[config.mk]
export PLATFORM = sky130hd
export DESIGN_NAME = pipeline_mem
export DESIGN_NICKNAME = d
export VERILOG_FILES = /design/src/rtl/rv32_pkg.sv /design/src/rtl/load_align.sv /design/src/rtl/pipeline_mem.sv
export SDC_FILE = /design/constraint.sdc
export NUM_CORES = 1
export LEC_CHECK = 0
export BUFFER_PORTS_ARGS = -buffer_cell sky130_fd_sc_hd__buf_2
export CAP_MARGIN = 10
export CELL_PAD_IN_SITES_DETAIL_PLACEMENT = 1
export CELL_PAD_IN_SITES_GLOBAL_PLACEMENT = 2
export CORE_ASPECT_RATIO = 1.1
export CORE_MARGIN = 2
export CORE_UTILIZATION = 31
export CTS_CLUSTER_SIZE = 25
export DETAILED_ROUTE_END_ITERATION = 12
export GPL_ROUTABILITY_DRIVEN = 0
export PLACE_DENSITY = 0.88
export REMOVE_ABC_BUFFERS = 1
export SETUP_SLACK_MARGIN = 0.05
export SLEW_MARGIN = 20
export SYNTH_ARGS = -nofsm -noshare
export SYNTH_HDL_FRONTEND = slang
export SYNTH_HIERARCHICAL = 1
export SYNTH_SLANG_ARGS = --single-unit
[constraint.sdc]
create_clock -name clk_i -period 3.5 [get_ports clk_i]
set_clock_uncertainty 0.1 [all_clocks]
set_input_delay 0.35 -clock clk_i [delete_from_list [all_inputs] [get_ports clk_i]]
set_output_delay 0.35 -clock clk_i [all_outputs]
set_load 0.02 [all_outputs]
[src/rtl/rv32_pkg.sv]
// Shared RV32I pipeline definitions: opcode classes, access widths, memory-stage FSM
// states and the access-decode helpers used by the memory stage.
package rv32_pkg;

    localparam logic [1:0] OP_LOAD   = 2'b00;
    localparam logic [1:0] OP_STORE  = 2'b01;
    localparam logic [1:0] OP_BRANCH = 2'b10;
    localparam logic [1:0] OP_JUMP   = 2'b11;

    localparam logic [2:0] F3_B  = 3'b000;
    localparam logic [2:0] F3_H  = 3'b001;
    localparam logic [2:0] F3_W  = 3'b010;
    localparam logic [2:0] F3_BU = 3'b100;
    localparam logic [2:0] F3_HU = 3'b101;

    typedef enum logic [1:0] {
        ST_IDLE,
        ST_WAIT,
        ST_RESP,
        ST_ERR
    } mem_state_t;

    // Reserved widths (and unsigned widths on stores) are rejected like misalignment.
    function automatic logic access_misaligned(input logic is_store, input logic [2:0] funct3,
                                               input logic [1:0] offset);
        case (funct3)
            F3_B:    return 1'b0;
            F3_H:    return offset[0];
            F3_W:    return offset != 2'b00;
            F3_BU:   return is_store;
            F3_HU:   return is_store | offset[0];
            default: return 1'b1;
        endcase
    endfunction

    function automatic logic [3:0] byte_enable(input logic is_store, input logic [2:0] funct3,
                                               input logic [1:0] offset);
        if (!is_store) return 4'b1111;
        case (funct3[1:0])
            2'b00:   return 4'b0001 << offset;
            2'b01:   return 4'b0011 << offset;
            default: return 4'b1111;
        endcase
    endfunction

    function automatic logic [31:0] store_lanes(input logic [2:0] funct3, input logic [31:0] data);
        case (funct3[1:0])
            2'b00:   return {4{data[7:0]}};
            2'b01:   return {2{data[15:0]}};
            default: return data;
        endcase
    endfunction

endpackage

[src/rtl/load_align.sv]
// Load-data formatter: picks the byte/halfword at the access offset and sign- or
// zero-extends it; full words pass through.
module load_align
    import rv32_pkg::*;
(
    input  logic [31:0] word,
    input  logic [2:0]  funct3,
    input  logic [1:0]  offset,
    output logic [31:0] data
);

    logic [7:0]  sel_byte;
    logic [15:0] sel_half;

    always_comb begin
        case (offset)
            2'b00:   sel_byte = word[7:0];
            2'b01:   sel_byte = word[15:8];
            2'b10:   sel_byte = word[23:16];
            default: sel_byte = word[31:24];
        endcase
        sel_half = offset[1] ? word[31:16] : word[15:0];

        case (funct3)
            F3_B:    data = {{24{sel_byte[7]}}, sel_byte};
            F3_H:    data = {{16{sel_half[15]}}, sel_half};
            F3_BU:   data = {24'h0, sel_byte};
            F3_HU:   data = {16'h0, sel_half};
            default: data = word;
        endcase
    end

endmodule

[src/rtl/pipeline_mem.sv]
// RV32I memory-access stage: issues one load/store at a time on a req/ack port,
// stalls the pipeline while it is outstanding and formats load data for writeback.
module pipeline_mem
    import rv32_pkg::*;
#(
    parameter int unsigned TIMEOUT = 255
) (
    input  logic        clk_i,
    input  logic        rst_i,
    input  logic        valid_i,
    input  logic [5:0]  opcode_i,
    input  logic [2:0]  funct3_i,
    input  logic [31:0] alu_out_i,
    input  logic [31:0] rs2_data_i,
    output logic        dmem_req_o,
    output logic        dmem_we_o,
    output logic [31:0] dmem_addr_o,
    output logic [3:0]  dmem_be_o,
    output logic [31:0] dmem_wdata_o,
    input  logic        dmem_ack_i,
    input  logic [31:0] dmem_rdata_i,
    output logic [31:0] dmem_data_o,
    output logic        stall_o,
    output logic        misalign_o,
    output logic        bus_err_o
);

    localparam logic [7:0] LAST_WAIT = 8'(TIMEOUT - 1);

    mem_state_t  state, state_next;
    logic        mem_op, is_store, misaligned, timeout;
    logic [2:0]  fmt_funct3;
    logic [1:0]  fmt_offset;
    logic [31:0] load_word, aligned, data_hold;
    logic [7:0]  wait_cnt;
    logic        unused_opcode_bits;

    assign unused_opcode_bits = ^opcode_i[2:0];

    assign is_store   = opcode_i[4:3] == OP_STORE;
    assign mem_op     = valid_i & opcode_i[5] & ((opcode_i[4:3] == OP_LOAD) | is_store);
    assign misaligned = access_misaligned(is_store, funct3_i, alu_out_i[1:0]);
    // Ack in the final wait cycle takes priority over the timeout.
    assign timeout    = (state == ST_WAIT) & ~dmem_ack_i & (wait_cnt == LAST_WAIT);

    always_comb begin
        state_next = state;
        case (state)
            ST_IDLE: if (mem_op) state_next = misaligned ? ST_ERR : ST_WAIT;
            ST_WAIT: if (dmem_ack_i || timeout) state_next = ST_RESP;
            ST_RESP: state_next = ST_IDLE;
            ST_ERR:  state_next = ST_RESP;
            default: state_next = ST_IDLE;
        endcase
    end

    always_ff @(posedge clk_i) begin
        if (rst_i) begin
            state        <= ST_IDLE;
            wait_cnt     <= '0;
            dmem_we_o    <= 1'b0;
            dmem_addr_o  <= '0;
            dmem_be_o    <= '0;
            dmem_wdata_o <= '0;
            fmt_funct3   <= '0;
            fmt_offset   <= '0;
            load_word    <= '0;
            data_hold    <= '0;
            bus_err_o    <= 1'b0;
        end else begin
            state     <= state_next;
            bus_err_o <= timeout;
            case (state)
                ST_IDLE: begin
                    if (mem_op && !misaligned) begin
                        dmem_we_o    <= is_store;
                        dmem_addr_o  <= {alu_out_i[31:2], 2'b00};
                        dmem_be_o    <= byte_enable(is_store, funct3_i, alu_out_i[1:0]);
                        dmem_wdata_o <= store_lanes(funct3_i, rs2_data_i);
                        fmt_funct3   <= funct3_i;
                        fmt_offset   <= alu_out_i[1:0];
                        wait_cnt     <= '0;
                    end
                end
                ST_WAIT: begin
                    if (dmem_ack_i) begin
                        if (!dmem_we_o) load_word <= dmem_rdata_i;
                    end else if (timeout) begin
                        load_word <= '0;
                    end else begin
                        wait_cnt <= wait_cnt + 8'd1;
                    end
                end
                ST_ERR:  load_word <= '0;
                ST_RESP: data_hold <= aligned;
                default: ;
            endcase
        end
    end

    load_align u_load_align (
        .word   (load_word),
        .funct3 (fmt_funct3),
        .offset (fmt_offset),
        .data   (aligned)
    );

    assign dmem_req_o  = state == ST_WAIT;
    assign misalign_o  = state == ST_ERR;
    assign stall_o     = ((state != ST_IDLE) & (state != ST_RESP)) | ((state == ST_IDLE) & mem_op);
    assign dmem_data_o = (state == ST_RESP) ? aligned : data_hold;

endmodule
* Yosys cells after proc, flatten, opt, wreduce, memory -nomap -nowiden
Cells that the tools add are included.
** Operators by class
- $add $sub $neg :: 1
- Equal/unequal tests :: 23
- Shifts and indexed selects :: 2
- Multiplexer cells :: 25
- Bitwise operators :: 10
- Reduce and logical (&&, ||, !) cells :: 17
** Operator list (count)
- 32-bit two-way mux :: 4
- 32-bit one-hot mux with 2 select lines :: 2
- 32-bit one-hot mux with 4 select lines :: 1
- 8-bit two-way mux :: 3
- 8-bit one-hot mux with 3 select lines :: 1
- 16-bit two-way mux :: 1
- 8-bit one-hot mux with 2 select lines :: 1
- 3-bit == test (second input constant) :: 4
- 2-bit inequality test (second input constant) :: 5
- 8-bit by 1-bit adder with 8-bit output (second input constant) :: 1
- 2-bit by 1-bit == test with 1-bit output (second input constant) :: 4
- 8-bit == test (second input constant) :: 1
- 2-bit logical NOT :: 4
- 4-bit two-way mux :: 2
- 2-bit one-hot mux with 4 select lines :: 1
- 4-bit one-hot mux with 2 select lines :: 1
- 2-bit nonzero test :: 4
- 1-bit bitwise AND :: 6
- 2-bit == test (second input constant) :: 3
- 3-bit by 1-bit == test with 1-bit output (second input constant) :: 2
- 3-bit logical NOT :: 2
- 2-bit two-way mux :: 3
- 1-bit one-hot mux with 5 select lines :: 1
- 1-bit two-way mux :: 4
- 14 further kinds :: 17
** Storage, ports and cells
- Register bits :: 147
- Bits of input ports :: 109
- Output and inout bits :: 105
- Logic and storage cells :: 89

* Depth between registers and ports, before layout
Gate-level depths: netlist of the first run.
- Depth after elaboration :: 9
- Depth in mapped cells :: 8
- Gate-level depth less buffers :: 7

* Cells and area by module
Netlist of the first run, hierarchy kept.
** Modules (own cells, without submodules)
- pipeline_mem :: instances 1, cells an instance 686, area an instance 6130.9 µm², sequential area each 2942.8 µm²
- load_align :: instances 1, cells an instance 131, area an instance 723.2 µm², sequential area each 0.0 µm²

* Worst setup path before layout of the first run
Ideal clock, no wire load.
- Path type :: register to output
- Start point :: register fmt_funct3[1]
- End point :: output dmem_data_o[23]
- Arrival :: 1686 ps
- Required time :: 3050 ps
- Path slack :: 1364 ps
- Stages on the path, launching flop included :: 8
- Path buffers :: 3
- Cell sequence :: dfxtp_1 > buf_6 > or3_1 > or3_1 > buf_2 > buf_6 > o21ai_0 > mux2_1
** Between the ends
- Longest elaborated chain between the ends :: 3
** RTL lines
- from (decl) :: line pipeline_mem.sv:32 : logic [2:0] fmt_funct3;
- from (signal assigned) :: line pipeline_mem.sv:80 : fmt_funct3 <= funct3_i;
- 3-bit == test (tied with other cells) :: line load_align.sv:24 : case (funct3)
- 32-bit one-hot mux with 4 select lines (*) :: line load_align.sv:24
- named net aligned[23] :: line pipeline_mem.sv:34 : logic [31:0] load_word, aligned, data_hold;
- 32-bit two-way mux (*)
- to (decl) :: line pipeline_mem.sv:22 : output logic [31:0] dmem_data_o,
The timed path passes the listed nets; every way through them passes the cells marked *.

* Worst setup path after layout of the first run
- Start point :: register fmt_offset[1]
- End point :: output dmem_data_o[14]
** Between the ends
- Longest elaborated chain between the ends :: 4
** RTL lines
- from (decl) :: line pipeline_mem.sv:33 : logic [1:0] fmt_offset;
- from (signal assigned) :: line pipeline_mem.sv:81 : fmt_offset <= alu_out_i[1:0];
- 2-bit == test (tied with other cells) :: line load_align.sv:16 : case (offset)
- 8-bit one-hot mux with 3 select lines :: line load_align.sv:16
- 32-bit one-hot mux with 4 select lines (*) :: line load_align.sv:24
- named net aligned[14] :: line pipeline_mem.sv:34
- 32-bit two-way mux (*)
Marked as above.

==> results.py, run 1 <==
metrics = {
    "global_routing": {
        "grt.total_usage": 0.1837,
        "antenna_found_initial": 1,
        "grt_max_degree": 97,
        "grt_pass1_vias": 6521,
        "grt_pass1_wl_mm": 34.33,
        "overflow": 0,
    },
    "run_status": {
        "status": "completed",
    },
    "floorplanning": {
        "fp.dieW_microns": 145.8,
        "rows": 57,
        "ioPinCount": 214,
        "dieArea_sq_um": 23320,
        "initial_core_util": 0.3130,
        "die_h_microns": 160.0,
        "core_area_sq_um": 21890,
    },
    "logic_synthesis": {
        "syn_area_sq_um": 6854,
        "synth.area.top_cells": "dfxtp_1, nand2_1, mux2i_1, nor2b_1, mux2_2",
        "ys_seq_area_frac": 0.4294,
        "synthCells": 817,
        "syn_avg_cell_area_sq_um": 8.389,
        "yosys.area.top_type": "dfxtp_1",
        "yosys.area.top_type_share": 0.4294,
        "synth_cell_types": 48,
        "async_flop_share": 0,
        "ys_seq_elements": 147,
        "ys_warn_count": 6,
        "synth-edff-count": 0,
        "synth_ff_type": "dfxtp_1",
    },
    "layout": {
        "fillers": 2687,
        "drive_gt1_frac": 0.2956,
        "nNetsFinal": 1106,
        "final_util": 0.3968,
        "multi_input_area_sq_um": 3592,
        "diodes": 0,
        "synthToLayoutAreaGrowth_pct": 26.76,
        "regArea_sq_um": 2943,
    },
    "power_and_ir_drop": {
        "peakVddDrop_mv": 0.3067,
        "swShare": 0.2672,
        "power.density_nw_per_um2": 443.5,
        "p_switching_w": 0.001030,
        "power.total_w": 0.003853,
        "p_seq_frac": 0.445,
        "clkPwrFrac": 0.469,
        "total_leakage_power_nw": 3.893,
        "p_comb_frac": 0.086,
        "p_int_w": 0.002824,
    },
    "detailed_routing": {
        "vias": 6375,
        "wl_per_cell_microns": 16.34,
        "drt-total-wl_mm": 21.30,
        "avgViaCountPerCell": 4.893,
        "ant_nets": 0,
        "route.detailed.drc": 0,
        "drt-initial-drc-count": 248,
        "dr.pass1.iters": 4,
    },
    "timing": {
        "slew_headroom": 0.3160,
        "worst_pin_slew_ns": 1.018,
        "rsz0062_at_grt": "false",
        "period_share": 0.9226,
        "finalHoldViolCount": 0,
        "setup_tns_ns": 0,
        "max_freq_mhz": 309.7,
        "whs_ns": 0.05554,
        "finalMaxSlewViolations": 0,
        "timing.final.ws_setup_ns": 0.2710,
        "setup_viol": 0,
        "fin_crit_ns": 3.229,
    },
    "setup_path": {
        "critical-path-top-delay-family": "simple AND/OR/NAND/NOR gates",
        "path_cells": "a211oi_1, or3_1, nor3_1, a221o_1, mux2_2, buf_2",
        "critPathLaunchType": "flop",
        "crit_required_ns": 3.05,
        "arrival_ns": 2.78,
        "critical_path_buf_inv_count": 1,
        "worst-setup-path-type": "reg -> out",
        "critPathMaxStageDelay_ns": 0.79,
        "endpoint_kind": "primary output",
        "cp_max_fo": 12,
        "critical_path.slowest_cell": "nor3_1",
    },
    "clocking": {
        "h-tree-depth": 4,
        "cts-root-buf": "clkbuf_16",
        "cts_buffers": 17,
        "clk_latency_ns": 0.42,
        "tritoncts": "done",
        "clk_pin_slew_ns": 0.07,
        "post-cts-setup-buffer-count": 0,
        "clock_sinks": 147,
        "ctsResizeCount": 0,
        "cts_buffer_depth": 2,
        "cts_hold_buf": 0,
    },
    "place": {
        "dp_hpwl_mm": 14.55,
        "dpl_worst_slack_ns": 0.7581,
        "io_buffers": 208,
    },
    "flow_run": {
        "maxCapViolCount": 0,
    },
    "min_path": {
        "hp-class": "in -> reg",
    },
}
## worst paths after layout
path / depth (start not counted) / from / slack (ns) / endpoint
worst max-delay path: 6 / fmt_offset[1] / 0.27 / dmem_data_o[14]
worst min-delay path: 3 / alu_out_i[11] / 0.06 / dmem_addr_o[11]
worst max register to register: 6 / fmt_offset[1] / 1.02 / data_hold[9]
worst min register to register: 2 / dmem_addr_o[23] / 0.35 / dmem_addr_o[23]
## power by group through the flow
stage	clock, W	sequential [W]	combinational (W)
2_1_floorplan	0	0.00177	0.000136
3_3_place_gp	0	0.00175	0.000333
3_5_place_dp	0	0.00175	0.000336
4_1_cts	0.00186	0.00171	0.000337
5_1_grt	0.00195	0.00172	0.000367
6_report	0.00181	0.00171	0.000331
## cell usage after synthesis (2+ instances only)
cell	instances
mux2_1	5
mux2_2	28
nand2_1	191
clkbuf_1	39
or4_1	5
nor3_1	5
a22oi_1	7
nand4b_1	2
buf_6	4
inv_1	6
ha_1	2
mux2i_1	50
o21bai_1	2
a31oi_1	3
a221o_1	8
buf_2	13
buf_4	10
o21ai_0	45
nand2b_1	39
or2_2	3
a211oi_1	13
nand3_1	8
o21ai_1	5
o31ai_1	2
nor2_1	27
nand4_1	2
or3_1	2
nor2b_1	57
a21oi_1	61
dfxtp_1	147
o41ai_1	2
a311oi_1	8
## layout by cell type, fill, tap and decap left out, drive strengths merged, types with 2 or more instances in the layout
| cell | count |
|---|---|
| o41ai | 2 |
| clkbuf | 17 |
| o21ai | 51 |
| a21oi | 61 |
| or2 | 3 |
| o31ai | 2 |
| inv | 12 |
| or3 | 2 |
| or4 | 5 |
| a22oi | 7 |
| mux2i | 50 |
| o21bai | 2 |
| nand2 | 191 |
| mux2 | 33 |
| nor2b | 57 |
| clkinv | 2 |
| a221o | 8 |
| nand3 | 8 |
| nor3 | 5 |
| nor4 | 2 |
| nand4b | 2 |
| clkinvlp | 6 |
| nand2b | 40 |
| and3 | 2 |
| a211oi | 14 |
| nor2 | 27 |
| a31oi | 3 |
| a311oi | 8 |
| nand4 | 2 |
| dfxtp | 147 |
| nor3b | 2 |
| buf | 224 |
| ha | 2 |
| conb | 2 |
## area by class of cell
class | instances | area share
well taps | 295 | 0.04248
multi-input cells | 599 | 0.4135
clock buffers | 17 | 0.04896
flip-flops and latches | 147 | 0.3387
repair buffers | 224 | 0.1368
inverters | 6 | 0.002592
clock inverters | 15 | 0.01699
## state kept, by name (all words and copies together) (netlist names)
register      count
bus_err_o         1
data_hold        32
dmem_addr_o      30
dmem_be_o         4
dmem_wdata_o     32
dmem_we_o         1
fmt_funct3        3
fmt_offset        2
load_word        32
state             2
wait_cnt          8
## cell families (layout without fill, tap and decap cells)
group,count (synthesis),after routing,share of synthesized area
AOI/OAI and AO/OA,162,162,0.1429
adders and majority gates,2,2,0.003650
buffers and inverters,72,262,0.05166
DFF,147,147,0.4294
muxes,83,83,0.1272
other,1,2,0.0005471
and+or+nand+nor,350,350,0.2446
## tightest hold or removal path: cells and delay by family
family,cells,cell delay (ns)
buffers and inverters,1,0.09
AND/OR/NAND/NOR,1,0.04
AO/OA/AOI/OAI,1,0.05
## per-layer routing
layer  routed length, microns  GRT usage  up-vias
li1                         -          -     3125
met1                     9223     0.2203     3048
met2                    10020     0.3010      176
met3                     1728    0.07057       24
met4                      311    0.06373        2
met5                       13          0        -
## metrics by stage
stage	instances	area (sq um)
after CTS	1303	8688
after floorplan	752	6526
after global routing	1303	8688
after detailed placement	1271	8115
final	1303	8688
after global placement	1271	8115
No activity file was read; power rests on OpenSTA's default activity.
==> run 2, diff against run 1 <==
CORE_UTILIZATION = 29   (was 31)
PLACE_DENSITY = 0.83   (was 0.88)
clock period = 3.15 ns   (was 3.5 ns; I/O delays follow)
==> run 2 against run 1 <==
  * Core utilization shrank 2.1 points
  * Critical endpoint is now dmem_data_o[27]
  * Routed wire length is 2.5% higher
  * Non-clock buffer count is 5 higher
  * Clock power up 23%
  * Clock-buffer cell count increased by 3
  * Sequential cell count is the same
  * Power up 17%
  * Hold slack worse by 0.045 ns
  * Critical path depth did not move
  * Register-to-register slack worse by 0.19 ns
  * Sequential power is 11% higher
==> results.py, run 2 (synthesis results as in run 1) <==
metrics = {
    "layout": {
        "final_cells": 1318,
        "final_common_cell": "buf_2",
        "synthToLayoutAreaGrowth_pct": 28.66,
        "final_cell_mix": "buf_2, nand2_1, dfxtp_1",
        "diodes": 0,
        "largestRegisters": "data_hold (32), dmem_wdata_o (32), load_word (32)",
        "drive_gt1_frac": 0.2991,
        "final_util": 0.3757,
        "nNetsFinal": 1111,
    },
    "clocking": {
        "ctsResizeCount": 1,
        "cts_buffers": 17,
        "post-cts-setup-buffer-count": 0,
        "cts_buffer_depth": 2,
        "h-tree-depth": 4,
        "clock_sinks": 147,
        "tritoncts": "done",
        "clk_latency_ns": 0.42,
        "cts-root-buf": "clkbuf_16",
        "clk_pin_slew_ns": 0.07,
        "cts_hold_buf": 0,
    },
    "place": {
        "io_buffers": 208,
        "dp_hpwl_mm": 15.41,
        "placedCellCount": 1286,
    },
    "setup_path": {
        "cp_max_fo": 17,
        "critical-path-top-delay-family": "simple AND/OR/NAND/NOR gates",
        "path_cells": "a211oi_1, or3_1, or3_1, o21ai_0, mux2_1, buf_2",
        "crit_required_ns": 2.73,
        "critical_path.slowest_cell": "or3_1",
        "worst-path-stages": 6,
        "critPathMaxStageDelay_ns": 0.61,
        "reg2regPathDepth": 5,
        "endpoint_kind": "primary output",
        "critical_path_buf_inv_count": 1,
        "worst-setup-path-type": "reg -> out",
        "critPathLaunchType": "flop",
        "arrival_ns": 2.48,
        "critPathMostFrequentCell": "or3_1",
    },
    "floorplanning": {
        "ioPinCount": 214,
        "dieArea_sq_um": 24880,
        "initial_core_util": 0.2920,
        "die_h_microns": 165.2,
        "core_area_sq_um": 23480,
        "rows": 59,
        "fp.dieW_microns": 150.6,
    },
    "timing": {
        "setup_tns_ns": 0,
        "rsz0062_at_grt": "false",
        "finalHoldViolCount": 0,
        "finalMaxSlewViolations": 0,
        "fin_crit_ns": 2.894,
        "period_share": 0.9188,
        "max_freq_mhz": 345.5,
        "slew_headroom": 0.3865,
        "setup_viol": 0,
        "worst_pin_slew_ns": 0.9169,
    },
    "power_and_ir_drop": {
        "power.density_nw_per_um2": 510.0,
        "power.total_w": 0.004497,
        "total_leakage_power_nw": 3.971,
        "peakVddDrop_mv": 0.3767,
    },
    "global_routing": {
        "grt_pass1_vias": 6433,
        "overflow": 0,
        "antenna_found_initial": 3,
        "grt_max_degree": 77,
        "grt.total_usage": 0.1774,
        "grt_pass1_wl_mm": 34.32,
    },
    "detailed_routing": {
        "vias": 6326,
        "dr.pass1.iters": 4,
        "drt-total-wl_mm": 21.84,
        "drt-initial-drc-count": 190,
        "route.detailed.drc": 0,
        "wl_per_cell_microns": 16.57,
        "ant_nets": 0,
        "avgViaCountPerCell": 4.800,
    },
    "flow_run": {
        "maxCapViolCount": 0,
    },
    "min_path": {
        "hold_depth": 3,
        "hp-class": "in -> reg",
    },
    "run_status": {
        "status": "completed",
    },
}
==> run 2: cell count changes in the layout (fill, tap and decap cells not counted), sizes merged <==
cell,delta
buf,+5
inv,-5
clkbuf,+3
bufinv,+3
clkinvlp,-3
clkinv,+2
==> run 2: worst min-delay path, delay by kind of cell <==
kind | cells | cell delay [ns]
buffers and inverters | 1 | 0.09
AND/OR/NAND/NOR | 1 | 0.05
AO/OA/AOI/OAI | 1 | 0.05
==> run 2: worst paths after layout <==
kind / start / to / slack, ns
worst max-delay path: load_word[15] / dmem_data_o[27] / 0.26
worst min-delay path: alu_out_i[10] / dmem_addr_o[10] / 0.01
worst max register to register: state[1] / dmem_be_o[2] / 0.83
worst min register to register: dmem_addr_o[17] / dmem_addr_o[17] / 0.35
==> run 2: power by group <==
group          switching, W  internal (W)
Sequential        0.0000193       0.00188
Combinational      0.000226      0.000150
Clock              0.000847       0.00137
Total               0.00109       0.00341
==> run 2: metrics by stage <==
step	worst slack [ns]	area [sq um]	hold WS, ns
after global placement	0.5208	8178	0.3382
after floorplan	-0.3763	6526	0.2841
after CTS	0.2311	8818	0.001250
final	0.2559	8818	0.01094
after global routing	0.1347	8818	0.009158
after detailed placement	0.4913	8178	0.3475
==> run 2: per-layer routing <==
layer / global-route usage / wire (microns)
met1: 0.2178 / 9565
met2: 0.2901 / 10170
met3: 0.06813 / 1823
met4: 0.04970 / 249
met5: 0 / 30
==> run 2: layout make-up <==
type | count | area [sq um]
multi-input combinational | 599 | 3597
clock buffer | 20 | 456.7
tap | 305 | 381.6
clock inverter | 12 | 178.9
inverter | 6 | 22.52
timing repair buffer | 229 | 1239
fill | 2862 | 14660
sequential | 147 | 2943
